--- config.mk ---
export PLATFORM = sky130hd
export DESIGN_NAME = fetch_unit
export DESIGN_NICKNAME = d
export VERILOG_FILES = /design/src/rtl/fetch_unit_pkg.sv /design/src/rtl/fetch_fifo.sv /design/src/rtl/fetch_unit.sv
export SDC_FILE = /design/constraint.sdc
export NUM_CORES = 1
export LEC_CHECK = 0
export ABC_AREA = 1
export BUFFER_PORTS_ARGS = -buffer_cell sky130_fd_sc_hd__buf_2
export CORE_MARGIN = 2
export CORE_UTILIZATION = 50
export DETAILED_ROUTE_END_ITERATION = 8
export PLACE_DENSITY = 0.7
export SLEW_MARGIN = 20
export SYNTH_ARGS = -nofsm -noshare
export SYNTH_HDL_FRONTEND = slang
export SYNTH_SLANG_ARGS = --single-unit
--- constraint.sdc ---
create_clock -name clk -period 11.05 [get_ports clk]
set_input_delay 1.105 -clock clk [delete_from_list [all_inputs] [get_ports clk]]
set_output_delay 1.105 -clock clk [all_outputs]
set_load 0.05 [all_outputs]
--- src/rtl/fetch_unit_pkg.sv ---
// Shared constants and types for the instruction fetch stage.
// Also carries the RISC-V defaults: XLEN default, canonical NOP encoding and PC step.
package fetch_unit_pkg;

  localparam int          XLEN_DEF  = 32;
  localparam logic [31:0] INSTR_NOP = 32'h0000_0013;
  localparam int          PC_STEP   = 4;

  typedef enum logic {
    ST_RUN   = 1'b0,
    ST_FAULT = 1'b1
  } fetch_state_e;

  // Width needed to hold a count of 0..depth inclusive.
  function automatic int cnt_width(input int depth);
    return $clog2(depth) + 1;
  endfunction

endpackage

--- src/rtl/fetch_fifo.sv ---
// In-order instruction buffer holding {pc, data, fault}.
// Provides a synchronous flush and an occupancy count.
module fetch_fifo
  import fetch_unit_pkg::*;
#(
  parameter int XLEN  = XLEN_DEF,
  parameter int DEPTH = 4,
  localparam int AW   = $clog2(DEPTH),
  localparam int CW   = AW + 1
) (
  input  logic            clk,
  input  logic            rst_n,
  input  logic            flush,
  input  logic            push,
  input  logic [XLEN-1:0] push_pc,
  input  logic [31:0]     push_data,
  input  logic            push_fault,
  input  logic            pop,
  output logic            head_valid,
  output logic [XLEN-1:0] head_pc,
  output logic [31:0]     head_data,
  output logic            head_fault,
  output logic [CW-1:0]   count
);

  logic [XLEN-1:0] pc_mem    [DEPTH];
  logic [31:0]     data_mem  [DEPTH];
  logic            fault_mem [DEPTH];
  logic [AW-1:0]   wr_ptr, rd_ptr;
  logic            full, do_push, do_pop;

  assign full       = (count == CW'(DEPTH));
  assign head_valid = (count != '0);
  assign do_push    = push && !full && !flush;
  assign do_pop     = pop && head_valid && !flush;

  // Head is gated so an empty buffer presents zeros rather than stale entries.
  assign head_pc    = head_valid ? pc_mem[rd_ptr]    : '0;
  assign head_data  = head_valid ? data_mem[rd_ptr]  : '0;
  assign head_fault = head_valid ? fault_mem[rd_ptr] : 1'b0;

  always_ff @(posedge clk) begin
    if (do_push) begin
      pc_mem[wr_ptr]    <= push_pc;
      data_mem[wr_ptr]  <= push_data;
      fault_mem[wr_ptr] <= push_fault;
    end
  end

  always_ff @(posedge clk or negedge rst_n) begin
    if (!rst_n) begin
      wr_ptr <= '0;
      rd_ptr <= '0;
      count  <= '0;
    end else if (flush) begin
      wr_ptr <= '0;
      rd_ptr <= '0;
      count  <= '0;
    end else begin
      if (do_push) wr_ptr <= wr_ptr + AW'(1);
      if (do_pop)  rd_ptr <= rd_ptr + AW'(1);
      count <= count + CW'(do_push) - CW'(do_pop);
    end
  end

endmodule

--- src/rtl/fetch_unit.sv ---
// Instruction fetch stage: PC ownership, credit-limited imem requests, in-order buffering, redirect flush.
// Optional misaligned-redirect trap enabled by defining MISALIGN_TRAP_EN.
module fetch_unit
  import fetch_unit_pkg::*;
#(
  parameter int              XLEN       = XLEN_DEF,
  parameter logic [XLEN-1:0] RESET_PC   = '0,
  parameter int              FIFO_DEPTH = 4
) (
  input  logic            clk,
  input  logic            rst_n,
  output logic            imem_req_valid,
  input  logic            imem_req_ready,
  output logic [XLEN-1:0] imem_req_addr,
  input  logic            imem_rsp_valid,
  input  logic [31:0]     imem_rsp_data,
  output logic            instr_valid,
  input  logic            instr_ready,
  output logic [31:0]     instr_data,
  output logic [XLEN-1:0] instr_pc,
`ifdef MISALIGN_TRAP_EN
  output logic            instr_fault,
`endif
  input  logic            redirect_valid,
  input  logic [XLEN-1:0] redirect_pc
);

  localparam int              CW      = cnt_width(FIFO_DEPTH);
  localparam logic [CW:0]     DEPTH_C = (CW+1)'(FIFO_DEPTH);
  localparam logic [XLEN-1:0] STEP    = XLEN'(PC_STEP);

  logic [XLEN-1:0] fetch_pc, rsp_pc, redir_tgt;
  logic [CW-1:0]   inflight, inflight_d, drop_cnt, fifo_count;
  logic            started, accept, rsp_keep, fault_push;
  logic            push, pop, head_valid, head_fault;
  logic [31:0]     push_data;
  fetch_state_e    state, state_d;

`ifdef MISALIGN_TRAP_EN
  logic fault_pushed;
  assign redir_tgt   = redirect_pc;
  assign instr_fault = head_fault;
`else
  assign redir_tgt   = redirect_pc & ~XLEN'(3);
`endif

  // Credit counts dropped-but-outstanding responses too, so every response always has a slot.
  assign imem_req_valid = started && (state == ST_RUN) && !redirect_valid &&
                          (({1'b0, fifo_count} + {1'b0, inflight}) < DEPTH_C);
  assign imem_req_addr  = fetch_pc;
  assign accept         = imem_req_valid && imem_req_ready;
  assign inflight_d     = inflight + CW'(accept) - CW'(imem_rsp_valid);
  assign rsp_keep       = imem_rsp_valid && (drop_cnt == '0) && !redirect_valid;

  assign push      = rsp_keep || fault_push;
  assign push_data = fault_push ? INSTR_NOP : imem_rsp_data;
  assign pop       = instr_ready && head_valid && !head_fault && !redirect_valid;

  always_comb begin
    state_d    = state;
    fault_push = 1'b0;
`ifdef MISALIGN_TRAP_EN
    if (redirect_valid)
      state_d = (redirect_pc[1:0] != 2'b00) ? ST_FAULT : ST_RUN;
    fault_push = (state == ST_FAULT) && (drop_cnt == '0) && !fault_pushed && !redirect_valid;
`else
    state_d = ST_RUN;
`endif
  end

  always_ff @(posedge clk or negedge rst_n) begin
    if (!rst_n) state <= ST_RUN;
    else        state <= state_d;
  end

`ifdef MISALIGN_TRAP_EN
  always_ff @(posedge clk or negedge rst_n) begin
    if (!rst_n)              fault_pushed <= 1'b0;
    else if (redirect_valid) fault_pushed <= 1'b0;
    else if (fault_push)     fault_pushed <= 1'b1;
  end
`endif

  always_ff @(posedge clk or negedge rst_n) begin
    if (!rst_n) begin
      fetch_pc <= RESET_PC;
      rsp_pc   <= RESET_PC;
      inflight <= '0;
      drop_cnt <= '0;
      started  <= 1'b0;
    end else begin
      started  <= 1'b1;
      inflight <= inflight_d;
      if (redirect_valid) begin
        fetch_pc <= redir_tgt;
        rsp_pc   <= redir_tgt;
        // Everything still outstanding predates the redirect; earlier pending drops are a subset of it.
        drop_cnt <= inflight_d;
      end else begin
        if (accept)   fetch_pc <= fetch_pc + STEP;
        if (rsp_keep) rsp_pc   <= rsp_pc + STEP;
        if (imem_rsp_valid && (drop_cnt != '0)) drop_cnt <= drop_cnt - CW'(1);
      end
    end
  end

  fetch_fifo #(
    .XLEN  (XLEN),
    .DEPTH (FIFO_DEPTH)
  ) u_fifo (
    .clk        (clk),
    .rst_n      (rst_n),
    .flush      (redirect_valid),
    .push       (push),
    .push_pc    (rsp_pc),
    .push_data  (push_data),
    .push_fault (fault_push),
    .pop        (pop),
    .head_valid (head_valid),
    .head_pc    (instr_pc),
    .head_data  (instr_data),
    .head_fault (head_fault),
    .count      (fifo_count)
  );

  assign instr_valid = head_valid;

endmodule
== Word-level counts from Yosys, hierarchy flattened ==
Memories as Yosys holds them, arrays and structs flattened.
Index checks and enable logic that the tools add are counted.
Operators by class
  add/sub/neg operators: 10
  multiply operators: 0
  divide/modulo/power cells: 0
  order comparisons: 1
  equal/unequal tests: 1
  shifts and indexed selects: 0
  muxes and demuxes: 16
  bitwise gates (word level): 0
  reduce and logical (&&, ||, !) cells: 24
Operators with widths (count)
  32-bit two-way mux: 6
  32-bit by 3-bit adder with 32-bit output (second input constant): 2
  1-bit logical AND: 13
  2-bit nonzero test: 5
  3-bit two-way mux: 3
  2-bit two-way mux: 4
  3-bit by 1-bit adder with 3-bit output: 2
  3-bit nonzero test: 2
  3-bit by 1-bit subtractor with 3-bit output: 2
  2-bit by 1-bit adder with 2-bit output (second input constant): 2
  3-bit by 3-bit adder with 4-bit output: 1
  4-bit by 3-bit less-than comparator with 1-bit output (second input constant): 1
  3-bit == test (second input constant): 1
  1-bit zero test: 3
  3-bit zero test: 1
  1-bit two-way mux: 3
  3-bit by 1-bit subtractor with 3-bit output (second input constant): 1
Word-level totals
  bits in registers: 78
  latch bits: 0
  memory bits (writable): 256
  memory bits (read-only): 0
  memories: 2
Memories
  u_fifo.data_mem: words 4, bits a word 32, read ports 1, clocked after Yosys merged registers in 0, write ports 1, RTL line fetch_fifo.sv:27  | logic [31:0] data_mem [DEPTH];
  u_fifo.pc_mem: words 4, bits a word 32, read ports 1, clocked after Yosys merged registers in 0, write ports 1, RTL line fetch_fifo.sv:26  | logic [XLEN-1:0] pc_mem [DEPTH];

== Depth between registers and ports, before layout ==
  depth in word-level cells: 9
  gate-level depth with buffers: 13
  gate-level depth less buffers: 12

== Modules after synthesis ==
A second synthesis with hierarchy kept.
Unflattened totals
  cells, all modules: 1794
  area, all modules: 16271.9 µm²
Modules (own cells, without submodules)
  fetch_fifo: instances 1, cells an instance 1088, area an instance 11541.1 µm², sequential area each 7982.7 µm²
  fetch_unit: instances 1, cells an instance 706, area an instance 4730.8 µm², sequential area each 1676.6 µm²

== Least setup slack after synthesis ==
No wires, ideal clock.
  kind: input port to flip-flop
  from: input port imem_rsp_valid
  to: memory u_fifo.data_mem[0][0], enable pin
  setup time: 482 ps
  arrival: 4110 ps
  data required time: 10568 ps
  setup slack: 6458 ps
  stages: 4
  buffers on the path: 0
  cell sequence: nand3_1 nor2_1 nand2_1 nor2_1
Between the ends
  longest elaborated chain between the ends: 6
RTL lines
  start, declared: RTL line fetch_unit.sv:15  | input logic imem_rsp_valid,
  1-bit logical AND (2 in series): RTL line fetch_unit.sv:53  | assign rsp_keep = imem_rsp_valid && (drop_cnt == '0) && !redirect_valid;
  1-bit logical AND (2 in series): RTL line fetch_fifo.sv:34  | assign do_push = push && !full && !flush;
  1-bit two-way mux: RTL line fetch_fifo.sv:43  | if (do_push) begin
  1-bit two-way mux (implied by the code): RTL line fetch_fifo.sv:45  | data_mem[wr_ptr] <= push_data;
  end, declared: RTL line fetch_fifo.sv:27
No other way between the ends.

== Worst setup path in the final report ==
  from: register u_fifo.rd_ptr[0]
  to: output port instr_pc[18]
Between the ends
  longest elaborated chain between the ends: 2
RTL lines
  start, declared: RTL line fetch_fifo.sv:29  | logic [AW-1:0] wr_ptr, rd_ptr;
  start signal, assigned: RTL line fetch_fifo.sv:61  | if (do_pop) rd_ptr <= rd_ptr + AW'(1);
  memory read 4 x 32 bit
  32-bit two-way mux: RTL line fetch_fifo.sv:38  | assign head_pc = head_valid ? pc_mem[rd_ptr] : '0;
  end, declared: RTL line fetch_unit.sv:20  | output logic [XLEN-1:0] instr_pc,
No other way between the ends.

==> metrics.yaml <==
ys_top_cells_by_area: "edfxtp_1 (51%), dfrtp_1 (13%), nor2_1 (8.7%)"
grt_usage: 0.224
hpwlAfterDp_um: 20700
slew_headroom: 0.299
io_pins: 168
n_fill_cell: 2416
holdBufCountCts: 0
synth_edf_count: 248
wl_um: 34700
drcViolationCount: 0
core_um2: 28800
synth_top_cell_by_area: "edfxtp_1"
vias_per_cell: 5.43
cts_sinks: 322
crit_end: "instr_pc[18]"
cts_buffer_depth: 3
synth_compound_area_frac: 0.102
grt_overflow_total: 0
stdcell_area_um2: 16900
synth_most_common_cell: "nor2_1"
syn-cell-area_um2: 14700
antenna_left: 0
cts_resized: 0
synth-main-ff-cell: "edfxtp_1"
drive_gt1_frac: 0.155
netlist_instances: 1503
ys_warn_count: 0
power_mw: 3.94
pre_cts_slack_ns: 6.78
synthXorXnorAreaFrac: 0.00716
vias: 11200
rsz0062_at_grt: "no"
start_util: 0.510
post_dp_cell_area_um2: 15800
fin_tns_setup_ns: 0
async_flop_share: 0.230
finalCritPeriodShare: 0.391
path_class: "reg -> out"
cellLeakagePower_nw: 6.73
die_area_um2: 30700
drtPass1Iterations: 7
synth_top_family_by_area: "simple AND/OR/NAND/NOR gates"
finish.utilization: 0.588
cts_buffers: 36
final-max-slew-violation-count: 0
die_y_um: 175
r2r_setup_slack_ns: 8.09
synth_cell_types: 41
peakVddDrop_v: 0.000139
start_kind: "flip-flop"
status: "finished clean"
antenna_cells: 0
rr_worst_depth: 12
worst_pin_slew_ns: 1.05
min-delay-start: "inflight[0]"
synth-simple-area-share: 0.196
io_buffers: 161
synth-seq-cells: 322
path_max_fanout: 73
first_global_vias: 10500
routabilityCongestion: 0.933
r2r-end: "u_fifo.count[2]"
synthAdderAreaFrac: 0.0147
grt_pass1_wl_um: 54400
cts_tree: "built"
hold_path_class: "reg -> reg"
cp_data_required_time_ns: 9.95
root_buffer: "clkbuf_16"
clkLatencyLatePin_ns: 0.52
fp-row-count: 62
wl_per_cell_um: 16.9
grt_max_degree: 111
cp-end-kind: "output pin"
die_width_um: 175
drt_first_iter_violations: 924
ys_seq_area_frac: 0.634
finalSetupViolCount: 0
synth_top_area_share: 0.507
ys_top_cells_by_count: "nor2_1 (342), edfxtp_1 (248), nand2_1 (229)"
syn_area_per_cell_um2: 9.77
antenna_found_initial: 0
dp.cells: 1991
hold_viol: 0
instances_no_fill: 2056
nets: 1731
fin_ws_ns: 6.73
arrival_ns: 3.22
syn_to_final_growth_pct: 15.4
power_density_nw_per_um2: 233
crit_start: "u_fifo.rd_ptr[0]"
htree_levels: 2
hold_slack_ns: 0.534
synth_mux_area_frac: 0
min_period_ns: 4.32
finClkSkew_ns: 0.0142
clk_pin_slew_worst_paths_ns: 0.05
timing.rr.start: "u_fifo.count[1]"
postCtsSetupBuffers: 0
fmax_mhz: 231
maxCapViolCount: 0
kinds of logic (layout without fill, tap and decap cells):
kind of cell / Yosys count / in the layout
xor gates and xnor gates: 12 / 12
buffers and inverters: 168 / 334
DFF: 322 / 322
other: 2 / 5
and+or+nand+nor: 699 / 699
adders and majority gates: 16 / 16
AOI/OAI and AO/OA: 284 / 284
routing by layer:
| layer | up-vias | wire [um] | track usage |
|---|---|---|---|
| li1 | 5368 | - | - |
| met1 | 5333 | 14700 | 0.302 |
| met2 | 408 | 16700 | 0.379 |
| met3 | 60 | 2500 | 0.0327 |
| met4 | 0 | 771 | 0.0653 |
| met5 | - | 0 | 0 |
power breakdown:
group	switching (mW)	leakage, nW	internal [mW]	total [mW]
registers	0.122	3.12	1.42	1.54
logic	0.963	3.04	0.284	1.25
clock network	0.467	0.562	0.683	1.15
layout make-up:
class                   instances  area (um2)  share of cell area
flip-flops and latches        322        9300               0.550
multi-input cells            1016        4740               0.280
clock buffers                  46         990              0.0585
repair buffers                170         880              0.0520
well taps                     384         480              0.0284
inverters                      99         372              0.0219
clock inverters                19         163             0.00961
cell usage in the layout, fill, tap and decap left out, types with 6 or more instances in the layout:
cell type and count:
o211ai_1 16, buf_2 160, nand3_1 78, clkbuf_1 6, xor2_1 6, inv_1 92, buf_4 9, nand4_1 6
clkbuf_16 37, nor2_1 338, nor3_1 12, dfrtp_1 72, o21ai_0 149, nand2_1 229, xnor2_1 6, nor2_2 12
edfxtp_1 248, ha_1 14, a21oi_1 105, inv_2 6, clkinv_2 8
critical path, cell delays in order, from the launching register on:
cell and delay, ns:
dfrtp_4 0.58, inv_2 0.61, buf_4 0.65, o21ai_0 0.20
a21oi_1 0.30, buf_2 0.33
state kept, by name, summed over array words and instances (netlist names):
name	cells
u_fifo.wr_ptr	2
drop_cnt	3
u_fifo.rd_ptr	2
u_fifo.count	3
inflight	3
u_fifo.data_mem	128
started	1
u_fifo.pc_mem	120
rsp_pc	30
imem_req_addr	30
worst min path at each step:
stage / slack [ns] / end / cells past startpoint
5_1_grt: 0.56 / inflight[0] / 1
3_5_place_dp: 0.52 / inflight[0] / 1
6_report: 0.53 / inflight[0] / 1
4_1_cts: 0.53 / inflight[0] / 1
2_1_floorplan: 0.50 / inflight[0] / 1
3_3_place_gp: 0.52 / inflight[0] / 1
No activity file was read; power rests on OpenSTA's default activity.
